[src/rtl/attosoc_mem_arbiter.sv]
// Two-master round-robin arbiter for one PicoRV32-native memory port.
// The grant is held until the slave completes, the master withdraws, or the watchdog fires.
module attosoc_mem_arbiter #(
  parameter int unsigned TIMEOUT   = 255,
  parameter logic [31:0] ERR_RDATA = 32'hDEAD_BEEF
) (
  input  logic        clk,
  input  logic        resetn,
  input  logic        m0_valid,
  input  logic [31:0] m0_addr,
  input  logic [31:0] m0_wdata,
  input  logic [3:0]  m0_wstrb,
  output logic        m0_ready,
  input  logic        m1_valid,
  input  logic [31:0] m1_addr,
  input  logic [31:0] m1_wdata,
  input  logic [3:0]  m1_wstrb,
  output logic        m1_ready,
  output logic [31:0] m_rdata,
  output logic        s_valid,
  output logic [31:0] s_addr,
  output logic [31:0] s_wdata,
  output logic [3:0]  s_wstrb,
  input  logic        s_ready,
  input  logic [31:0] s_rdata,
  output logic        grant,
  output logic        busy,
  output logic        timeout_flag,
  input  logic        err_clr
);

  localparam logic [0:0] S_IDLE = 1'b0;
  localparam logic [0:0] S_BUSY = 1'b1;

  localparam int unsigned WDW = (TIMEOUT == 0) ? 1 : $clog2(TIMEOUT + 1);
  localparam logic [WDW-1:0] WD_LAST = WDW'((TIMEOUT == 0) ? 0 : TIMEOUT - 1);

  logic [0:0]     state;
  logic           last;
  logic [WDW-1:0] wdog;
  logic           busy_i;
  logic           g_valid;
  logic           wd_hit;
  logic           done;

  // Slave-side outputs are forced to zero outside BUSY so reset blanks them at once.
  always_comb begin
    busy_i   = (state == S_BUSY);
    g_valid  = grant ? m1_valid : m0_valid;
    wd_hit   = (TIMEOUT != 0) && (wdog == WD_LAST) && !s_ready;
    done     = busy_i && g_valid && (s_ready || wd_hit);
    s_valid  = busy_i && g_valid;
    s_addr   = '0;
    s_wdata  = '0;
    s_wstrb  = '0;
    m_rdata  = '0;
    if (busy_i) begin
      s_addr  = grant ? m1_addr  : m0_addr;
      s_wdata = grant ? m1_wdata : m0_wdata;
      s_wstrb = grant ? m1_wstrb : m0_wstrb;
      m_rdata = wd_hit ? ERR_RDATA : s_rdata;
    end
    m0_ready = done && !grant;
    m1_ready = done && grant;
    busy     = busy_i;
  end

  always_ff @(posedge clk or negedge resetn) begin
    if (!resetn) begin
      state        <= S_IDLE;
      grant        <= 1'b0;
      last         <= 1'b1;
      wdog         <= '0;
      timeout_flag <= 1'b0;
    end else begin
      if (done && wd_hit)
        timeout_flag <= 1'b1;
      else if (err_clr)
        timeout_flag <= 1'b0;

      if (state == S_IDLE) begin
        if (m0_valid || m1_valid) begin
          state <= S_BUSY;
          wdog  <= '0;
          grant <= (m0_valid && m1_valid) ? ~last : m1_valid;
        end
      end else begin
        // A withdrawn request is abandoned without touching the round-robin history.
        if (!g_valid) begin
          state <= S_IDLE;
        end else if (done) begin
          state <= S_IDLE;
          last  <= grant;
        end else begin
          wdog <= wdog + 1'b1;
        end
      end
    end
  end

endmodule

[config.mk]
export PLATFORM = sky130hd
export DESIGN_NAME = attosoc_mem_arbiter
export DESIGN_NICKNAME = d
export VERILOG_FILES = /design/src/rtl/attosoc_mem_arbiter.sv
export SDC_FILE = /design/constraint.sdc
export NUM_CORES = 1
export LEC_CHECK = 0
export CORE_MARGIN = 10
export CORE_UTILIZATION = 22
export DETAILED_ROUTE_END_ITERATION = 12
export PLACE_DENSITY = 0.83
export SKIP_LAST_GASP = 1
export SLEW_MARGIN = 25
export SYNTH_ARGS = -nofsm -noshare
export SYNTH_HDL_FRONTEND = slang
export SYNTH_SLANG_ARGS = --single-unit
[constraint.sdc]
create_clock -name clk -period 1.5 [get_ports clk]
set_input_delay 0.15 -clock clk [delete_from_list [all_inputs] [get_ports clk]]
set_output_delay 0.15 -clock clk [all_outputs]
set_load 0.01 [all_outputs]
==> results of run 1 <==
per-layer routing:
layer / vias to the layer above / wire [µm] / track usage
li1: 1662 / - / -
met1: 1625 / 5200 / 0.210
met2: 185 / 8360 / 0.399
met3: 19 / 1250 / 0.0602
met4: 0 / 246 / 0.0525
met5: - / 0 / 0
final timing paths:
path / start / end / slack (ns) / cells past startpoint
max in group asynchronous: resetn / last / 0.85 / 2
min reg2reg: last / last / 0.53 / 1
min: resetn / wdog[5] / 0.14 / 1
max reg2reg: wdog[1] / wdog[2] / -0.36 / 10
max: wdog[0] / m0_ready / -0.45 / 10
min in group clk: err_clr / timeout_flag / 0.47 / 2
power groups by stage:
stage	logic (µW)	registers (µW)	clock network, µW
after floorplan	2370	453	0
after global placement	5090	484	0
after detailed placement	5160	484	0
after CTS	5850	453	381
after global routing	6860	470	401
final	6430	464	392
timing repair:
action | in CTS | in global routing
pin swaps | 22 | 43
setup buffers | 45 | 20
endpoints found under the setup margin | 113 | 115
gates resized for setup | 355 | 189
endpoints found under the hold margin | 0 | 0
gates cloned | 4 | 0
per-stage QoR:
stage / instances / util / hold slack [ns] / total power, µW
6_report: 737 / 0.675 / 0.142 / 7290
4_1_cts: 723 / 0.655 / 0.149 / 6680
5_1_grt: 737 / 0.675 / 0.149 / 7730
3_3_place_gp: 671 / 0.610 / 0.411 / 5570
3_5_place_dp: 671 / 0.610 / 0.421 / 5640
2_1_floorplan: 280 / - / -0.146 / 2830
sequential cells by signal, indices dropped and copies added, names as in the netlist:
name,count
wdog,8
busy,1
grant,1
last,1
timeout_flag,1
area by class of cell:
type | count | area [µm²] | area share
inverters | 5 | 18.8 | 0.00333
multi-input cells | 240 | 1740 | 0.309
well taps | 105 | 131 | 0.0233
repair buffers | 371 | 3380 | 0.600
clock buffers | 4 | 55.1 | 0.00978
flip-flops and latches | 12 | 305 | 0.0542
cell usage in the layout, fill, tap and decap left out, drive strengths merged, types with 2 or more instances in the layout:
master / instances
buf: 195
clkdlybuf4s50: 174
nor2: 120
mux2i: 69
dfrtp: 11
and3: 8
nand2: 5
clkbuf: 5
inv: 5
nand3: 4
or3: 4
o21ai: 4
o31ai: 3
a21oi: 3
nand4: 2
o311ai: 2
o41ai: 2
ha: 2
kinds of logic after synthesis:
kind of cell / Yosys count
buf+inv: 28
compound gates: 19
fa+ha+maj: 2
mux: 70
simple gates: 149
flops: 12
critical path, cell delays in order (launching register included):
cell	delay (ns)
dfrtp_1	0.39
inv_2	0.08
ha_4	0.14
nand3_4	0.07
buf_4	0.15
buf_6	0.11
o21bai_4	0.15
buf_6	0.14
nand3_4	0.07
nor2_2	0.09
buf_2	0.14
==> out/qor.csv, run 1 <==
stage,metric,value,unit
status,outcome,"finished, violations left",
status,failing checks,setup timing,
layout,fin nets,809,
pwr,switching share of total power,0.417,
timing,Final Skew,0.00467,ns
timing,minimum clock period,1.95,ns
clock_network,CTS root buffer,clkbuf_8,
layout,# diodes,0,
pwr,Comb power frac,0.883,
logic_synthesis,"area leader, netlist",mux2i_1,
clock_network,H-tree Lvls,1,
floorplan,Initial Util,0.230,
drt,WL per Instance,20.4,µm
clock_network,TritonCTS Sinks,12,
logic_synthesis,largest family of logic cells by synthesized area,multiplexers,
drt,Final ANT Viol Nets,0,
timing,Slew @ Worst Pin,0.355,ns
logic_synthesis,Cell variety after synth,31,
clock_network,CTS tree,done,
place,Place WS,-0.575,ns
layout,Area Growth Syn to Fin,194,%
clock_network,worst skew pair latency,0.26,ns
global_routing,grt ovf,0,
timing,RSZ-0062 raised after global routing,yes,
place,Area after DPL,0.00509,mm²
timing,"Slew Viols, Final",0,
global_routing,initial antenna violation count,0,
critical_path,Crit Path Category,flip-flop to output port,
floorplan,die width,113,µm
timing,Setup TNS,-28.75,ns
logic_synthesis,post-synth top area share,0.360,
place,Final Wtd Congestion,0.869,
pwr,maximum VDD drop,688,µV
logic_synthesis,Post-synth top cells,"nor2_1 (120), mux2i_1 (69), dfrtp_1 (11), buf_2 (10)",
logic_synthesis,XOR/XNOR Fraction of Synth Area,0,
logic_synthesis,warnings from Yosys,0,
logic_synthesis,"count leader, synth",nor2_1,
pwr,sequential power share,0.064,
logic_synthesis,syn avg cell area,6.85,µm²
clock_network,Post-CTS Hold Buffers,0,
worst_hold_path,Hold WC Path Type,primary input to asynchronous set/reset pin,
clock_network,maximum clock path buffer count,2,
timing,relative slew slack,0.763,
logic_synthesis,"FF+latch count, synth",12,
logic_synthesis,Post-Synth Simple-Gate Area,0.332,
drt,DR vias,3491,
drt,# DRC,0,
global_routing,Total GRT Usage,0.207,
logic_synthesis,post-synthesis mux area share,0.368,
pwr,pwr/cell area,1290,mW/mm²
drt,vias per cell,4.74,
layout,# fillers,662,
timing,"Period Utilization, post-route",1.30,
logic_synthesis,Adder-Cell Fraction of Synth Area,0.0131,
logic_synthesis,post-synthesis sequential area ratio,0.157,
job,total of max-cap violations,0,
clock_network,Worst-path clk slew,0.06,ns
critical_path,crit-path max FO,3,
timing,f_max,0.512,GHz
global_routing,largest net degree at the start of global routing,52,
floorplan,Core Area,0.00834,mm²
logic_synthesis,Syn Inst Count,280,
layout,fraction of layout cells with a size suffix above 1,0.381,
global_routing,global-route wire length before repair,21300,µm
timing,"Hold Vio Cnt, Final",0,
floorplan,IO Count,280,
clock_network,cts bufs inserted,3,
logic_synthesis,ranking of synthesized cells by area,"mux2i_1 (36%), nor2_1 (23%), dfrtp_1 (14%)",
critical_path,Critical Path RT,1.35,ns
logic_synthesis,post-synth design cell area,0.00192,mm²
pwr,clock network power share,0.054,
place,hpwl dp,11100,µm
floorplan,die area,0.0128,mm²
timing,setup ws final,-0.451,ns
logic_synthesis,async set-reset flop share out of synthesis,1.00,
pwr,cell-internal power,4250,µW
logic_synthesis,"Net Count, Synth",456,
logic_synthesis,number of synthesized flops with an enable pin,0,
floorplan,die height,113,µm
global_routing,vias in the first global route,3720,
timing,Final setup viols,113,
floorplan,row cnt,33,
critical_path,Crit. End Element,output port,
critical_path,worst endpoint data arrival time,1.80,ns
drt,DR iter-0 viols,223,
logic_synthesis,prevailing post-synth register cell,dfrtp_1,
layout,fin area,0.00563,mm²
place,IO buf count,279,
drt,total wire length,15100,µm
logic_synthesis,Compound-Gate Fraction of Synth Area,0.0685,
pwr,P_sw,3040,µW
pwr,Leak Pwr,0.00277,µW
critical_path,crit path launch type,flip-flop,
drt,TritonRoute pass-1 iters,6,
No activity file was read; power rests on OpenSTA's default activity.
==> run 2: changes to the inputs <==
HOLD_SLACK_MARGIN = 0.02   (was not set)
==> results of run 2 <==
Final layout, timing and power as in run 1 (identical DEF).
==> run 3: changes to the inputs <==
ABC_AREA = 1   (was not set)
CTS_BUF_LIST = sky130_fd_sc_hd__clkbuf_16   (was not set)
PLACE_DENSITY = 0.82   (was 0.83)
==> run 3 against run 2 <==
Compared with the run above:
- the flow still finishes with violations (setup timing)
- first-iteration DRC count is 29% higher
- sequential share of layout area decreased by 0.86 points
- sequential power increased by 8.2%
- via count grew 22%
- critical path type unchanged
- highest routed layer unchanged
==> out/qor.csv, run 3 <==
stage,metric,value,unit,change
status,outcome,"finished, violations left",,
status,failing checks,setup timing,,
pwr,Leak Pwr,0.00296,µW,+6.8%
critical_path,Crit. End Element,output port,,
drt,vias per cell,4.98,,+5.2%
timing,setup ws final,-0.376,ns,+0.0748 ns
critical_path,Critical Path RT,1.35,ns,about the same
floorplan,die area,0.0133,mm²,+3.3%
logic_synthesis,"FF+latch count, synth",12,,unchanged
clock_network,H-tree Lvls,1,,unchanged
critical_path,crit path capture,m_rdata[0],,
global_routing,largest net degree at the start of global routing,30,,-42%
drt,WL per Instance,22.1,µm,+8.1%
logic_synthesis,post-synth design cell area,0.00199,mm²,+4.0%
place,Area after DPL,0.00516,mm²,+1.4%
pwr,cell-internal power,5660,µW,+33%
critical_path,R2R Setup Slk,-0.14,ns,+0.22 ns
layout,"commonest non-fill, non-tap cells in the layout","clkdlybuf4s50_1 (174), buf_2 (91), nor2_1 (67), nor2_4 (63), o21ai_2 (41)",,
timing,Final Skew,0.00145,ns,-0.00322 ns
floorplan,die height,115,µm,+1.6%
drt,# DRC,0,,unchanged
pwr,maximum VDD drop,922,µV,+34%
clock_network,CTS root buffer,clkbuf_16,,
global_routing,initial antenna violation count,1,,+1
worst_hold_path,Hold WC Path Type,primary input to asynchronous set/reset pin,,
logic_synthesis,post-synth top area share,0.292,,-0.0684
place,IO buf count,279,,unchanged
timing,"Slew Viols, Final",0,,unchanged
floorplan,Initial Util,0.227,,-0.00238
layout,"commonest non-fill, non-tap cell in the layout",clkdlybuf4s50_1,,
timing,f_max,0.533,GHz,+4.0%
timing,"Period Utilization, post-route",1.25,,-0.0498
pwr,Comb power frac,0.908,,+0.025
logic_synthesis,number of synthesized flops with an enable pin,0,,unchanged
logic_synthesis,Post-synth top cells,"nor2_1 (155), o21ai_0 (68), inv_1 (40), nand2_1 (31), a21oi_1 (24)",,
critical_path,Crit Path Category,flip-flop to output port,,
logic_synthesis,ranking of synthesized cells by area,"nor2_1 (29%), o21ai_0 (17%), dfrtp_1 (14%)",,
drt,DR vias,4245,,+22%
critical_path,worst endpoint data arrival time,1.73,ns,-0.07 ns
timing,relative slew slack,0.768,,+0.00577
timing,"Hold Vio Cnt, Final",0,,unchanged
timing,Setup TNS,-21.93,ns,+6.82 ns
clock_network,Worst-path clk slew,0.05,ns,about the same
global_routing,vias in the first global route,3928,,+5.6%
logic_synthesis,"area leader, netlist",nor2_1,,
logic_synthesis,Cell variety after synth,26,,-16%
pwr,sequential power share,0.046,,-0.018
logic_synthesis,async set-reset flop share out of synthesis,1.00,,unchanged
clock_network,CTS tree,done,,
timing,Slew @ Worst Pin,0.347,ns,-0.00739 ns
critical_path,R2R cell count,11,,+1
layout,Area Growth Syn to Fin,234,%,
global_routing,global-route wire length before repair,23300,µm,+9.6%
global_routing,grt ovf,0,,unchanged
place,Final Wtd Congestion,0.915,,+5.2%
logic_synthesis,Syn Inst Count,393,,+40%
pwr,clock network power share,0.046,,-0.008
pwr,pwr/cell area,1650,mW/mm²,+27%
floorplan,IO Count,280,,unchanged
critical_path,Reg-to-Reg Start,wdog[1],,
layout,fin area,0.00666,mm²,+18%
layout,fin nets,920,,+14%
logic_synthesis,syn avg cell area,5.07,µm²,-26%
floorplan,die width,115,µm,+1.6%
critical_path,crit path launch type,flip-flop,,
logic_synthesis,prevailing post-synth register cell,dfrtp_1,,
timing,minimum clock period,1.88,ns,-0.0748 ns
clock_network,worst skew pair latency,0.24,ns,-0.02 ns
pwr,switching share of total power,0.484,,+0.0677
drt,Final ANT Viol Nets,0,,unchanged
clock_network,TritonCTS Sinks,12,,unchanged
drt,DR iter-0 viols,287,,+29%
pwr,P_sw,5320,µW,+75%
layout,# fillers,554,,-16%
timing,Final setup viols,104,,-8.0%
logic_synthesis,post-synthesis sequential area ratio,0.151,,-0.00602
drt,TritonRoute pass-1 iters,4,,-2
critical_path,crit-path max FO,6,,+3
layout,fraction of layout cells with a size suffix above 1,0.520,,+0.138
layout,max reg flops,8,,unchanged
job,total of max-cap violations,0,,unchanged
drt,total wire length,18800,µm,+25%
place,hpwl dp,11900,µm,+7.6%
critical_path,reg2reg end,wdog[2],,
floorplan,Core Area,0.00876,mm²,+5.1%
timing,RSZ-0062 raised after global routing,yes,,
critical_path,Worst Setup SP,wdog[0],,
logic_synthesis,"Net Count, Synth",569,,+25%
clock_network,cts bufs inserted,3,,unchanged
clock_network,maximum clock path buffer count,2,,unchanged
floorplan,row cnt,34,,+3.0%
layout,Top reg by flops,wdog,,
logic_synthesis,"count leader, synth",nor2_1,,
logic_synthesis,warnings from Yosys,0,,unchanged
global_routing,Total GRT Usage,0.223,,+0.0167
run 3: cell types whose count changed in the layout (fill, tap and decap cells not counted), moves of 18 or more:
| cell | change |
|---|---|
| nor2_1 | -52 |
| nor2_2 | +27 |
| inv_1 | +36 |
| mux2i_1 | -65 |
| nor2_4 | +63 |
| o21ai_2 | +40 |
| o21ai_1 | +19 |
| nand2_1 | +18 |
run 3: cell type report:
cell class                 count  area, µm²  share of cell area
antenna                        1       2.50            0.000376
clock buffer                   3       75.1              0.0113
clock inverter                 1       3.75            0.000564
inverter                      41        159              0.0239
multi-input combinational    312       2300               0.345
sequential                    12        304              0.0457
tap                          108        135              0.0203
timing repair buffer         374       3680               0.552
run 3: repair_timing:
item	CTS	global route
resized for setup	591	204
gates cloned	13	4
hold buffers	0	0
endpoints found under the setup margin	111	113
setup buffers	30	17
pin swaps	40	56
run 3: how the worst min path moves through the flow:
stage                start  endpoint  slack [ns]  cells past startpoint
finish              resetn   wdog[0]        0.21                      2
global route        resetn   wdog[4]        0.24                      2
CTS                 resetn   wdog[0]        0.22                      2
detailed placement  resetn   wdog[0]        0.47                      2
global placement    resetn   wdog[1]        0.47                      2
floorplan           resetn      busy       -0.15                      0
run 3: logic make-up (layout without fill, tap and decap cells):
family                   after synthesis  in the layout  synth area share
AO/OA/AOI/OAI                         98             98             0.252
other                                  0              1                 0
buffers and inverters                 69            419             0.142
AND/OR/NAND/NOR                      209            209             0.429
adder cells (fa/ha/maj)                2              2            0.0126
flip-flops                            12             12             0.151
XOR/XNOR                               3              3            0.0132
run 3: per-layer routing:
metal	global-route usage	up-vias	routed length, µm
li1	-	1944	-
met1	0.231	2019	6390
met2	0.414	224	10100
met3	0.0734	58	1500
met4	0.0710	0	850
met5	0	-	0
run 3: stage by stage:
step | hold slack (ns) | util | cells | worst slack [ns] | power, µW
global route | 0.242 | 0.760 | 852 | -0.464 | 11400
CTS | 0.215 | 0.658 | 835 | -0.289 | 8850
floorplan | -0.146 | - | 393 | 0.00601 | 3040
finish | 0.210 | 0.760 | 852 | -0.376 | 11000
detailed placement | 0.473 | 0.589 | 789 | -0.490 | 6900
global placement | 0.473 | 0.589 | 789 | -0.396 | 6780
run 3: worst max-delay path, stage by stage, from the launching register on:
cell     delay, ns
dfrtp_1       0.39
inv_2         0.08
ha_4          0.12
inv_2         0.04
nor2_4        0.13
nand3_4       0.11
buf_6         0.16
buf_16        0.14
a21oi_1       0.13
buf_2         0.17
run 3: power by group through the flow:
stage                     Clock, µW  Combinational, µW  Sequential (µW)
after floorplan                   0               2550              486
after global placement            0               6290              492
after detailed placement          0               6410              491
after CTS                       501               7850              502
after global routing            527              10400              508
final                           506               9960              502
